<file path="config.mk">
export PLATFORM = sky130hd
export DESIGN_NAME = clk_div_prog_flat
export DESIGN_NICKNAME = d
export VERILOG_FILES = /design/src/rtl/clk_div_prog_if.sv /design/src/rtl/clk_div_prog.sv /design/src/flat_wrapper.sv
export SDC_FILE = /design/constraint.sdc
export NUM_CORES = 1
export LEC_CHECK = 0
export ABC_AREA = 1
export BUFFER_PORTS_ARGS = -buffer_cell sky130_fd_sc_hd__buf_2
export CAP_MARGIN = 0
export CELL_PAD_IN_SITES_DETAIL_PLACEMENT = 0
export CELL_PAD_IN_SITES_GLOBAL_PLACEMENT = 1
export CORE_UTILIZATION = 40
export DETAILED_ROUTE_END_ITERATION = 10
export PLACE_DENSITY = 0.85
export REMOVE_ABC_BUFFERS = 1
export SLEW_MARGIN = 20
export SYNTH_ARGS = -nofsm -noshare
export SYNTH_HDL_FRONTEND = slang
export SYNTH_SLANG_ARGS = --single-unit
</file>
<file path="constraint.sdc">
create_clock -name i_clk -period 5.8 [get_ports i_clk]
set_input_delay 0.29 -clock i_clk [delete_from_list [all_inputs] [get_ports i_clk]]
set_output_delay 0.29 -clock i_clk [all_outputs]
set_load 0.02 [all_outputs]
</file>
<file path="src/rtl/clk_div_prog_if.sv">
// Ratio reload channel for clk_div_prog.
// Ports: i_ratio/i_ratio_vld in, o_ratio_rdy/o_ratio_err back out.
interface clk_div_prog_if #(
    parameter int WIDTH = 8
) ();
    logic [WIDTH-1:0] i_ratio;
    logic             i_ratio_vld;
    logic             o_ratio_rdy;
    logic             o_ratio_err;

    modport master (
        output i_ratio,
        output i_ratio_vld,
        input  o_ratio_rdy,
        input  o_ratio_err
    );

    modport slave (
        input  i_ratio,
        input  i_ratio_vld,
        output o_ratio_rdy,
        output o_ratio_err
    );
endinterface

</file>
<file path="src/rtl/clk_div_prog.sv">
// Runtime-programmable integer clock divider with glitch-free start/stop.
// Ports: i_clk, i_rst (sync, high), i_en, rif (ratio channel),
//        o_clk, o_tick, o_active, o_ratio_cur.
module clk_div_prog #(
    parameter int WIDTH       = 8,
    parameter int RESET_RATIO = 9
) (
    input  logic             i_clk,
    input  logic             i_rst,
    input  logic             i_en,
    clk_div_prog_if.slave    rif,
    output logic             o_clk,
    output logic             o_tick,
    output logic             o_active,
    output logic [WIDTH-1:0] o_ratio_cur
);
    typedef enum logic [1:0] {
        IDLE,
        RUN,
        STOP
    } state_e;

    localparam logic [WIDTH-1:0] RST_R = WIDTH'(RESET_RATIO);
    localparam logic [WIDTH-1:0] ONE   = WIDTH'(1);
    localparam logic [WIDTH-1:0] TWO   = WIDTH'(2);

    state_e           state_q, state_d;
    logic [WIDTH-1:0] cnt_q, cnt_d;
    logic [WIDTH-1:0] ratio_q, ratio_d;
    logic [WIDTH-1:0] pend_q, pend_d;
    logic             pend_vld_q, pend_vld_d;
    logic             clk_q, clk_d;
    logic             tick_q, tick_d;
    logic             err_q, err_d;

    logic             boundary;
    logic             accept;
    logic [WIDTH-1:0] cnt_inc;
    logic [WIDTH-1:0] half_d;
    logic             run_d;

    always_comb begin
        state_d    = state_q;
        cnt_d      = cnt_q;
        ratio_d    = ratio_q;
        pend_d     = pend_q;
        pend_vld_d = pend_vld_q;
        err_d      = 1'b0;

        boundary = (state_q != IDLE) && (cnt_q == ratio_q - ONE);
        accept   = rif.i_ratio_vld && !pend_vld_q;
        cnt_inc  = boundary ? '0 : cnt_q + ONE;

        // Pending ratio lands on a period boundary, or at once when idle.
        if (pend_vld_q && (state_q == IDLE || boundary)) begin
            ratio_d    = pend_q;
            pend_vld_d = 1'b0;
        end

        // accept implies the slot was empty, so no clash with the above.
        if (accept) begin
            if (rif.i_ratio >= TWO) begin
                pend_d     = rif.i_ratio;
                pend_vld_d = 1'b1;
            end else begin
                err_d = 1'b1;
            end
        end

        case (state_q)
            IDLE: begin
                cnt_d = '0;
                if (i_en) state_d = RUN;
            end
            RUN: begin
                cnt_d = cnt_inc;
                if (!i_en) state_d = STOP;
            end
            STOP: begin
                cnt_d = cnt_inc;
                if (i_en) state_d = RUN;
                else if (boundary) state_d = IDLE;
            end
            default: begin
                state_d = IDLE;
                cnt_d   = '0;
            end
        endcase

        // (R+1)>>1 computed without needing a WIDTH+1 bit sum.
        half_d = (ratio_d >> 1) + {{(WIDTH-1){1'b0}}, ratio_d[0]};
        run_d  = (state_d != IDLE);
        clk_d  = run_d && (cnt_d < half_d);
        tick_d = run_d && (cnt_d == '0);
    end

    always_ff @(posedge i_clk) begin
        if (i_rst) begin
            state_q    <= IDLE;
            cnt_q      <= '0;
            ratio_q    <= RST_R;
            pend_q     <= '0;
            pend_vld_q <= 1'b0;
            clk_q      <= 1'b0;
            tick_q     <= 1'b0;
            err_q      <= 1'b0;
        end else begin
            state_q    <= state_d;
            cnt_q      <= cnt_d;
            ratio_q    <= ratio_d;
            pend_q     <= pend_d;
            pend_vld_q <= pend_vld_d;
            clk_q      <= clk_d;
            tick_q     <= tick_d;
            err_q      <= err_d;
        end
    end

    assign o_clk           = clk_q;
    assign o_tick          = tick_q;
    assign o_active        = (state_q != IDLE);
    assign o_ratio_cur     = ratio_q;
    assign rif.o_ratio_rdy = !pend_vld_q;
    assign rif.o_ratio_err = err_q;
endmodule

</file>
<file path="src/flat_wrapper.sv">
// flat-port wrapper written by rule: the top's interface ports become plain ports
module clk_div_prog_flat 
#(
    parameter int WIDTH       = 8,
    parameter int RESET_RATIO = 9
)
  (i_clk, i_rst, i_en, o_clk, o_tick, o_active, o_ratio_cur, rif_i_ratio, rif_i_ratio_vld, rif_o_ratio_rdy, rif_o_ratio_err);
  clk_div_prog_if #(.WIDTH(WIDTH)) rif_i ();
  input  logic i_clk;
  input  logic i_rst;
  input  logic i_en;
  output logic o_clk;
  output logic o_tick;
  output logic o_active;
  output logic [WIDTH-1:0] o_ratio_cur;
  input wire logic [$bits(rif_i.i_ratio)-1:0] rif_i_ratio;
  input wire logic [$bits(rif_i.i_ratio_vld)-1:0] rif_i_ratio_vld;
  output wire logic [$bits(rif_i.o_ratio_rdy)-1:0] rif_o_ratio_rdy;
  output wire logic [$bits(rif_i.o_ratio_err)-1:0] rif_o_ratio_err;
  assign rif_i.i_ratio = rif_i_ratio;
  assign rif_i.i_ratio_vld = rif_i_ratio_vld;
  assign rif_o_ratio_rdy = rif_i.o_ratio_rdy;
  assign rif_o_ratio_err = rif_i.o_ratio_err;
  clk_div_prog #(.WIDTH(WIDTH), .RESET_RATIO(RESET_RATIO)) u_core (.i_clk(i_clk), .i_rst(i_rst), .i_en(i_en), .rif(rif_i), .o_clk(o_clk), .o_tick(o_tick), .o_active(o_active), .o_ratio_cur(o_ratio_cur));
endmodule
</file>
# Word level (Yosys, flattened, before mapping)
# Cells that the tools add are included.
[totals] inputBits=12 elab_cells=43 regBits=30
[classes] eq_ne=3 n_reduce_logical=14 magnitude_cmp=2 n_mux=12 n_bitwise=1 addsub=3
[ops] op="$mux W8" count=3
[ops] op="$add A7 B1 Y8" count=1
[ops] op="$add A8 B1 Y8 const B" count=1
[ops] op="$eq A8 B8 Y1" count=1
[ops] op="$ge A8 B2 Y1 const B" count=1
[ops] op="$logic_not A8 Y1" count=1
[ops] op="$lt A8 B8 Y1" count=1
[ops] op="$mux W2" count=4
[ops] op="$sub A8 B1 Y8 const B" count=1
[ops] op="$pmux W2 S3" count=1
[ops] op="$logic_and A1 B1 Y1" count=5
[ops] op="$mux W1" count=4
[ops] op="$reduce_bool A2 Y1" count=2
[ops] op="$reduce_or A2 Y1" count=2
[ops] op="$eq A2 B1 Y1 const B" count=1
[ops] op="$eq A2 B2 Y1 const B" count=1
[ops] op="$logic_not A2 Y1" count=1
[ops] op="$reduce_and A2 Y1" count=1
[ops] op="$logic_not A1 Y1" count=1
[ops] op="$logic_or A1 B1 Y1" count=1
[ops] op="$not A1 Y1" count=1

# Longest topological paths before layout
# Gate-level depths: netlist of the first run.
[logic_depth] word_depth=9 mapped_depth=27

# Worst setup path after synthesis of the first run
# No wires, ideal clock.
[synth_path] path_type="reg2reg" startpoint="register u_core.ratio_q[0], in the netlist u_core.o_ratio_cur[0]" endpoint="register u_core.clk_q, in the netlist u_core.o_clk" path_stages_with_launch=27 path_buffers=1 setup_ns=0.070 setup_slack_ns=2.292 arrival_time_ns=3.438 cell_sequence="dfxtp_1 -> inv_2 -> ha_1 -> inv_1 -> nand2_1 -> nand2_1 -> nand2_1 -> nor2_1 -> nand3_1 -> nor2_2 -> nand2_2 -> nand2_4 -> nand2_4 -> buf_12 -> o21ai_0 -> inv_1 -> ha_1 -> ha_1 -> nand2_1 -> nor2_2 -> xor2_1 -> ha_1 -> a21oi_1 -> nor2_1 -> a2111oi_0 -> nand2_1 -> a21oi_1"
[synth_via] elab_chain_cells=9 word_cells_on_any_way=15
[synth_lines] item="start: declaration" line="clk_div_prog.sv:29" source="logic [WIDTH-1:0] ratio_q, ratio_d;"
[synth_lines] item="start signal: assignment" line="clk_div_prog.sv:110" source="ratio_q <= ratio_d;"
[synth_lines] item="$sub A8 B1 Y8" line="clk_div_prog.sv:50" source="boundary = (state_q != IDLE) && (cnt_q == ratio_q - ONE);"
[synth_lines] item="$eq A8 B8 Y1" line="clk_div_prog.sv:50"
[synth_lines] item="$logic_and A1 B1 Y1" line="clk_div_prog.sv:50"
[synth_lines] item="$logic_or A1 B1 Y1" line="clk_div_prog.sv:55" source="if (pend_vld_q && (state_q == IDLE || boundary)) begin"
[synth_lines] item="$logic_and A1 B1 Y1" line="clk_div_prog.sv:55"
[synth_lines] item="$mux W8 (*)" line="clk_div_prog.sv:55"
[synth_lines] item="named net u_core.ratio_d[0]" line="clk_div_prog.sv:29"
[synth_lines] item="$add A7 B1 Y8 (*)" line="clk_div_prog.sv:91" source="half_d = (ratio_d >> 1) + {{(WIDTH-1){1'b0}}, ratio_d[0]};"
[synth_lines] item="$lt A8 B8 Y1 (*)" line="clk_div_prog.sv:93" source="clk_d = run_d && (cnt_d < half_d);"
[synth_lines] item="$logic_and A1 B1 Y1 (*)" line="clk_div_prog.sv:93"
[synth_lines] item="end signal: assignment" line="clk_div_prog.sv:113" source="clk_q <= clk_d;"
[synth_lines] item="end: declaration" line="clk_div_prog.sv:32" source="logic clk_q, clk_d;"
# The timed path passes the listed nets; every way through them passes the cells marked *.
# A chain may end at the register's enable or synchronous reset.

# Worst setup path in the final report of the first run
# Same ends and word-level chain as after synthesis.

==> out/results.tsv, run 1 <==
metric	value	unit
status	completed	
yosys-top-cells-area	dfxtp_1 29%, nand2_1 12%, ha_1 9.1%	
syn2layout_area_growth	12.5	%
core	4850	sq um
r2r-start	u_core.o_ratio_cur[0]	
yosys.area.top_type	dfxtp_1	
stdcell_area	2320	sq um
r2r-end	u_core.o_clk	
synth_area	2060	sq um
min_period_over_period	64.0	%
dpl.hpwl	3720	um
avgSynthCellArea	6.75	sq um
critPathKind	reg -> reg	
ant_nets	0	
avgViaCountPerCell	4.63	
vdd_drop_max	0.151	mV
min-delay-start	rif_i_ratio[5]	
drc	0	
rsz0062_at_grt	no	
final_cell_mix	68 x nand2_1, 47 x inv_1, 45 x nor2_1	
wirelength	4790	um
slew_viol_final	0	
vias	1853	
postCtsSetupBuffers	0	
wl_per_cell	12.0	um
cts_tree	built	
firstDrtPassIters	4	
ios	25	
grt_overflow	0	
final_common_cell	nand2_1	
maxCapViolations	0	
synth-edff-count	0	
clockBufferDepth	2	
hold_path_class	in -> reg	
critPathMaxStageDelay	370	ps
power	593	uW
diodes	0	
cts-root-buf	clkbuf_8	
power_per_cell_area	255	nW/um^2
fin_worst_skew	4.44	ps
hold_violations	0	
port_buffers	24	
cts_hold_buf	0	
cp_slowest_cell	dfxtp_1	
ys.flop_type	dfxtp_1	
period_needed	3710	ps
die_h	73.8	um
ys_async_sr_fraction	0	%
p_leak	0.00124	uW
initial_core_util	42.6	%
ys_seq_elements	30	
cts_resized	0	
h-tree-depth	2	
cts_made_buffers	5	
rows	25	
clock-sinks	30	
post-route-util	47.9	%
seq_area_frac_synth	29.1	%
path_clk_slew	70	ps
ys_types	31	
min_path_cells	3	
yosys_warnings	0	
grt_usage	20.3	%
max_freq	269	MHz
worst_hold_path.endpoint	u_core.pend_q[5]	
fin_tns_setup	0	ps
antenna_found_initial	0	
cpMostUsedCell	nand2_1	
synth_top_area_share	29.1	%
grt_max_degree	22	
worst-path-buf-inv	3	
drive_gt1_share	17.4	%
fin_nets	359	
dieArea	5450	sq um
crit_required	6010	ps
crit_family	simple AND/OR/NAND/NOR gates	
r2r_cells	25	
critPathMaxFanout	12	
critPathLaunchType	flip-flop	
cp.arrival	3930	ps
path_depth	25	
clk_latency	280	ps
post_dp_cell_area	2230	sq um
grt_pass1_vias	1765	
drt_iter0_markers	93	
cp-end-kind	flip-flop	
rrSetupSlack	2090	ps
relSlewSlack	68.8	%
grt_pass1_wl	8290	um
syn-instance-count	306	
die_w	73.8	um
worst_slew_pin_slew	469	ps
gp_congestion	0.864	
finalSetupViolCount	0	
[worst max-delay path by stage]
stage,end,start,slack (ps)
final,u_core.o_clk,u_core.o_ratio_cur[0],2090
after global placement,u_core.o_clk,u_core.o_ratio_cur[0],2180
after floorplan,u_core.o_clk,u_core.o_ratio_cur[0],2340
after CTS,u_core.o_clk,u_core.o_ratio_cur[0],2100
after detailed placement,u_core.o_clk,u_core.o_ratio_cur[0],2140
after global routing,u_core.o_clk,u_core.o_ratio_cur[0],1580
[per-stage QoR]
step	hold WS, ps	std cells	setup WS, ps
3_3_place_gp	449	392	2180
5_1_grt	244	400	1580
6_report	242	400	2090
3_5_place_dp	452	392	2140
4_1_cts	239	400	2100
2_1_floorplan	359	301	2340
[where the power goes]
| group | total [uW] | switching (uW) | internal (uW) |
|---|---|---|---|
| clock network | 177 | 81.8 | 95.3 |
| logic | 177 | 117 | 60.3 |
| registers | 238 | 16.4 | 222 |
[worst register-to-register path, cell delays in order (launching register included)]
cell and delay, ps:
dfxtp_1 370, inv_2 100, ha_1 340, inv_1 60, nand2_1 40, nand2_1 50
nand2_1 50, nor2_1 90, nand3_1 80, nor2_2 140, nand2_2 100, nand2_4 110
nand2_4 140, o21ai_0 260, inv_1 70, ha_1 260, ha_1 250, nand2_1 100
nor2_2 40, xor2_1 130, ha_1 190, a21oi_1 140, nor2_1 50, a2111oi_0 280
nand2_1 90, a21oi_1 110
[registers in the layout, summed over array words and instances, names as in the netlist]
name	count
u_core.o_ratio_cur	8
u_core.state_q	2
u_core.o_clk	1
u_core.pend_q	8
u_core.cnt_q	8
u_core.rif.o_ratio_err	1
u_core.o_tick	1
u_core.pend_vld_q	1
[metal layers]
metal  part of all wire, %  up-vias  GRT usage (%)  routed length (um)
li1                      -     1003              -                   -
met1                    50      821           27.5                2410
met2                    46       24           32.5                2200
met3                   2.7        5           4.25                 128
met4                   1.0        0           5.56                  49
met5                     0        -              0                   0
[synth_stat cells, types with 2 or more instances]
library cell,count
a21oi_1,9
clkbuf_1,2
dfxtp_1,30
ha_1,15
inv_1,47
inv_2,4
nand2_1,68
nand2_2,5
nand2_4,8
nand3_1,21
nand4_1,3
nor2_1,45
nor2_2,6
nor3_1,3
o21ai_0,12
xnor2_1,5
xor2_1,9
[kinds of logic after synthesis]
family                   Yosys count  synth area share [%]
buffers and inverters             56                  11.2
AND/OR/NAND/NOR                  165                  37.4
XOR/XNOR                          14                  5.94
AO/OA/AOI/OAI                     26                  7.27
flip-flops                        30                  29.1
adder cells (fa/ha/maj)           15                  9.09
[final cells by class]
class	instances	area (sq um)
repair buffers	24	120
flip-flops and latches	30	601
well taps	67	83.8
clock inverters	2	12.5
inverters	51	191
fillers	525	2520
multi-input cells	220	1230
clock buffers	6	82.6
Power figures use the tool's default switching activity.
==> run 2: changes to the inputs <==
Clock period 5.8 ns to 3.8 ns, I/O delays scaled along.
==> out/results.tsv, run 2 (synthesis gave the netlist of run 1 again) <==
metric	value	unit
core	4850	sq um
fin_tns_setup	0	ps
avgViaCountPerCell	4.66	
antenna_found_initial	0	
min_path_cells	3	
min-delay-start	rif_i_ratio[0]	
cts_tree	built	
critPathKind	reg -> reg	
cp_slowest_cell	dfxtp_1	
p_leak	0.00124	uW
hold_path_class	in -> reg	
relSlewSlack	69.3	%
r2r-end	u_core.o_clk	
fin_nets	359	
max_freq	290	MHz
path_depth	26	
power	908	uW
dieArea	5450	sq um
wl_per_cell	12.0	um
rrSetupSlack	350	ps
hold_violations	0	
clock-sinks	30	
final_common_cell	nand2_1	
power_per_cell_area	388	nW/um^2
hold_ws	139	ps
cp.arrival	3660	ps
grt_usage	20.0	%
fin_worst_skew	4.44	ps
h-tree-depth	2	
finalSetupViolCount	0	
worst_slew_pin_slew	460	ps
ant_nets	0	
maxCapViolations	0	
r2r-start	u_core.o_ratio_cur[0]	
clockBufferDepth	2	
vias	1864	
slew_viol_final	0	
crit_family	simple AND/OR/NAND/NOR gates	
worst-path-buf-inv	3	
r2r_cells	26	
path_clk_slew	70	ps
critPathMaxFanout	12	
clk_latency	280	ps
rsz0062_at_grt	no	
port_buffers	24	
die_w	73.8	um
cts-root-buf	clkbuf_8	
rows	25	
grt_max_degree	22	
gp_congestion	0.865	
crit_required	4010	ps
min_period_over_period	90.7	%
dpl.hpwl	3680	um
firstDrtPassIters	4	
diodes	0	
status	completed	
syn2layout_area_growth	13.5	%
grt_pass1_vias	1732	
period_needed	3450	ps
drc	0	
critPathMaxStageDelay	370	ps
vdd_drop_max	0.322	mV
place_ws	153	ps
cpMostUsedCell	nand2_1	
drive_gt1_share	18.9	%
wirelength	4800	um
worst_hold_path.endpoint	u_core.pend_q[0]	
cp-end-kind	flip-flop	
die_h	73.8	um
cts_made_buffers	5	
grt_overflow	0	
grt_pass1_wl	8130	um
critPathLaunchType	flip-flop	
final_cell_mix	68 x nand2_1, 47 x inv_1, 45 x nor2_1	
drt_iter0_markers	108	
initial_core_util	42.6	%
fin_ws	352	ps
ios	25	
cts_hold_buf	0	
## run 2: cell counts in the layout (fill, tap and decap cells not counted)
Identical to the previous run, type by type.
## run 2: cell type report
class,count,area (sq um)
Clock inverter,2,12.5
Timing Repair Buffer,24,120
Sequential cell,30,601
Inverter,51,191
Tap cell,67,83.8
Clock buffer,6,82.6
Fill cell,521,2510
Multi-Input combinational cell,220,1250
## run 2: how the worst max path moves through the flow
stage,startpoint,endpoint,slack (ps)
after floorplan,u_core.o_ratio_cur[0],u_core.o_clk,340
after global placement,u_core.o_ratio_cur[0],u_core.o_clk,180
after detailed placement,u_core.o_ratio_cur[0],u_core.o_clk,150
after CTS,u_core.o_ratio_cur[0],u_core.o_clk,100
after global routing,u_core.o_ratio_cur[0],u_core.o_clk,0.5
final,u_core.o_ratio_cur[0],u_core.o_clk,350
## run 2: what timing repair did
| item | CTS | global route |
|---|---|---|
| buffers inserted | 0 | 0 |
| endpoints found under the setup margin | 0 | 1 |
| gates resized for setup | 0 | 8 |
| hold endpoints to repair | 0 | 0 |
## run 2: worst reg2reg max path: cells and delay by family (launching register included)
kind            cells  cell delay, ps
compound gates      3             370
fa+ha+maj           4            1050
buf+inv             3             210
flops               1             370
simple gates       16            1360
## run 2: per-layer routing
layer | routed length (um) | up-vias | GRT usage [%]
met5 | 0 | - | 0
met4 | 40 | 0 | 5.13
met3 | 148 | 5 | 3.84
met2 | 2280 | 30 | 33.8
met1 | 2330 | 827 | 25.9
li1 | - | 1002 | -
## run 2: stage by stage
stage          util (%)  cells  instance area, sq um
2_1_floorplan         -    301                  2020
3_3_place_gp       46.0    392                  2230
3_5_place_dp       46.0    392                  2230
4_1_cts            47.9    400                  2320
5_1_grt            48.3    400                  2340
6_report           48.3    400                  2340
## run 2: where the power goes
group | internal (uW) | leakage, uW | total [uW] | switching [uW]
registers | 339 | 0.000246 | 364 | 25.3
logic | 94.5 | 0.000944 | 274 | 179
clock network | 145 | 0.0000472 | 270 | 125
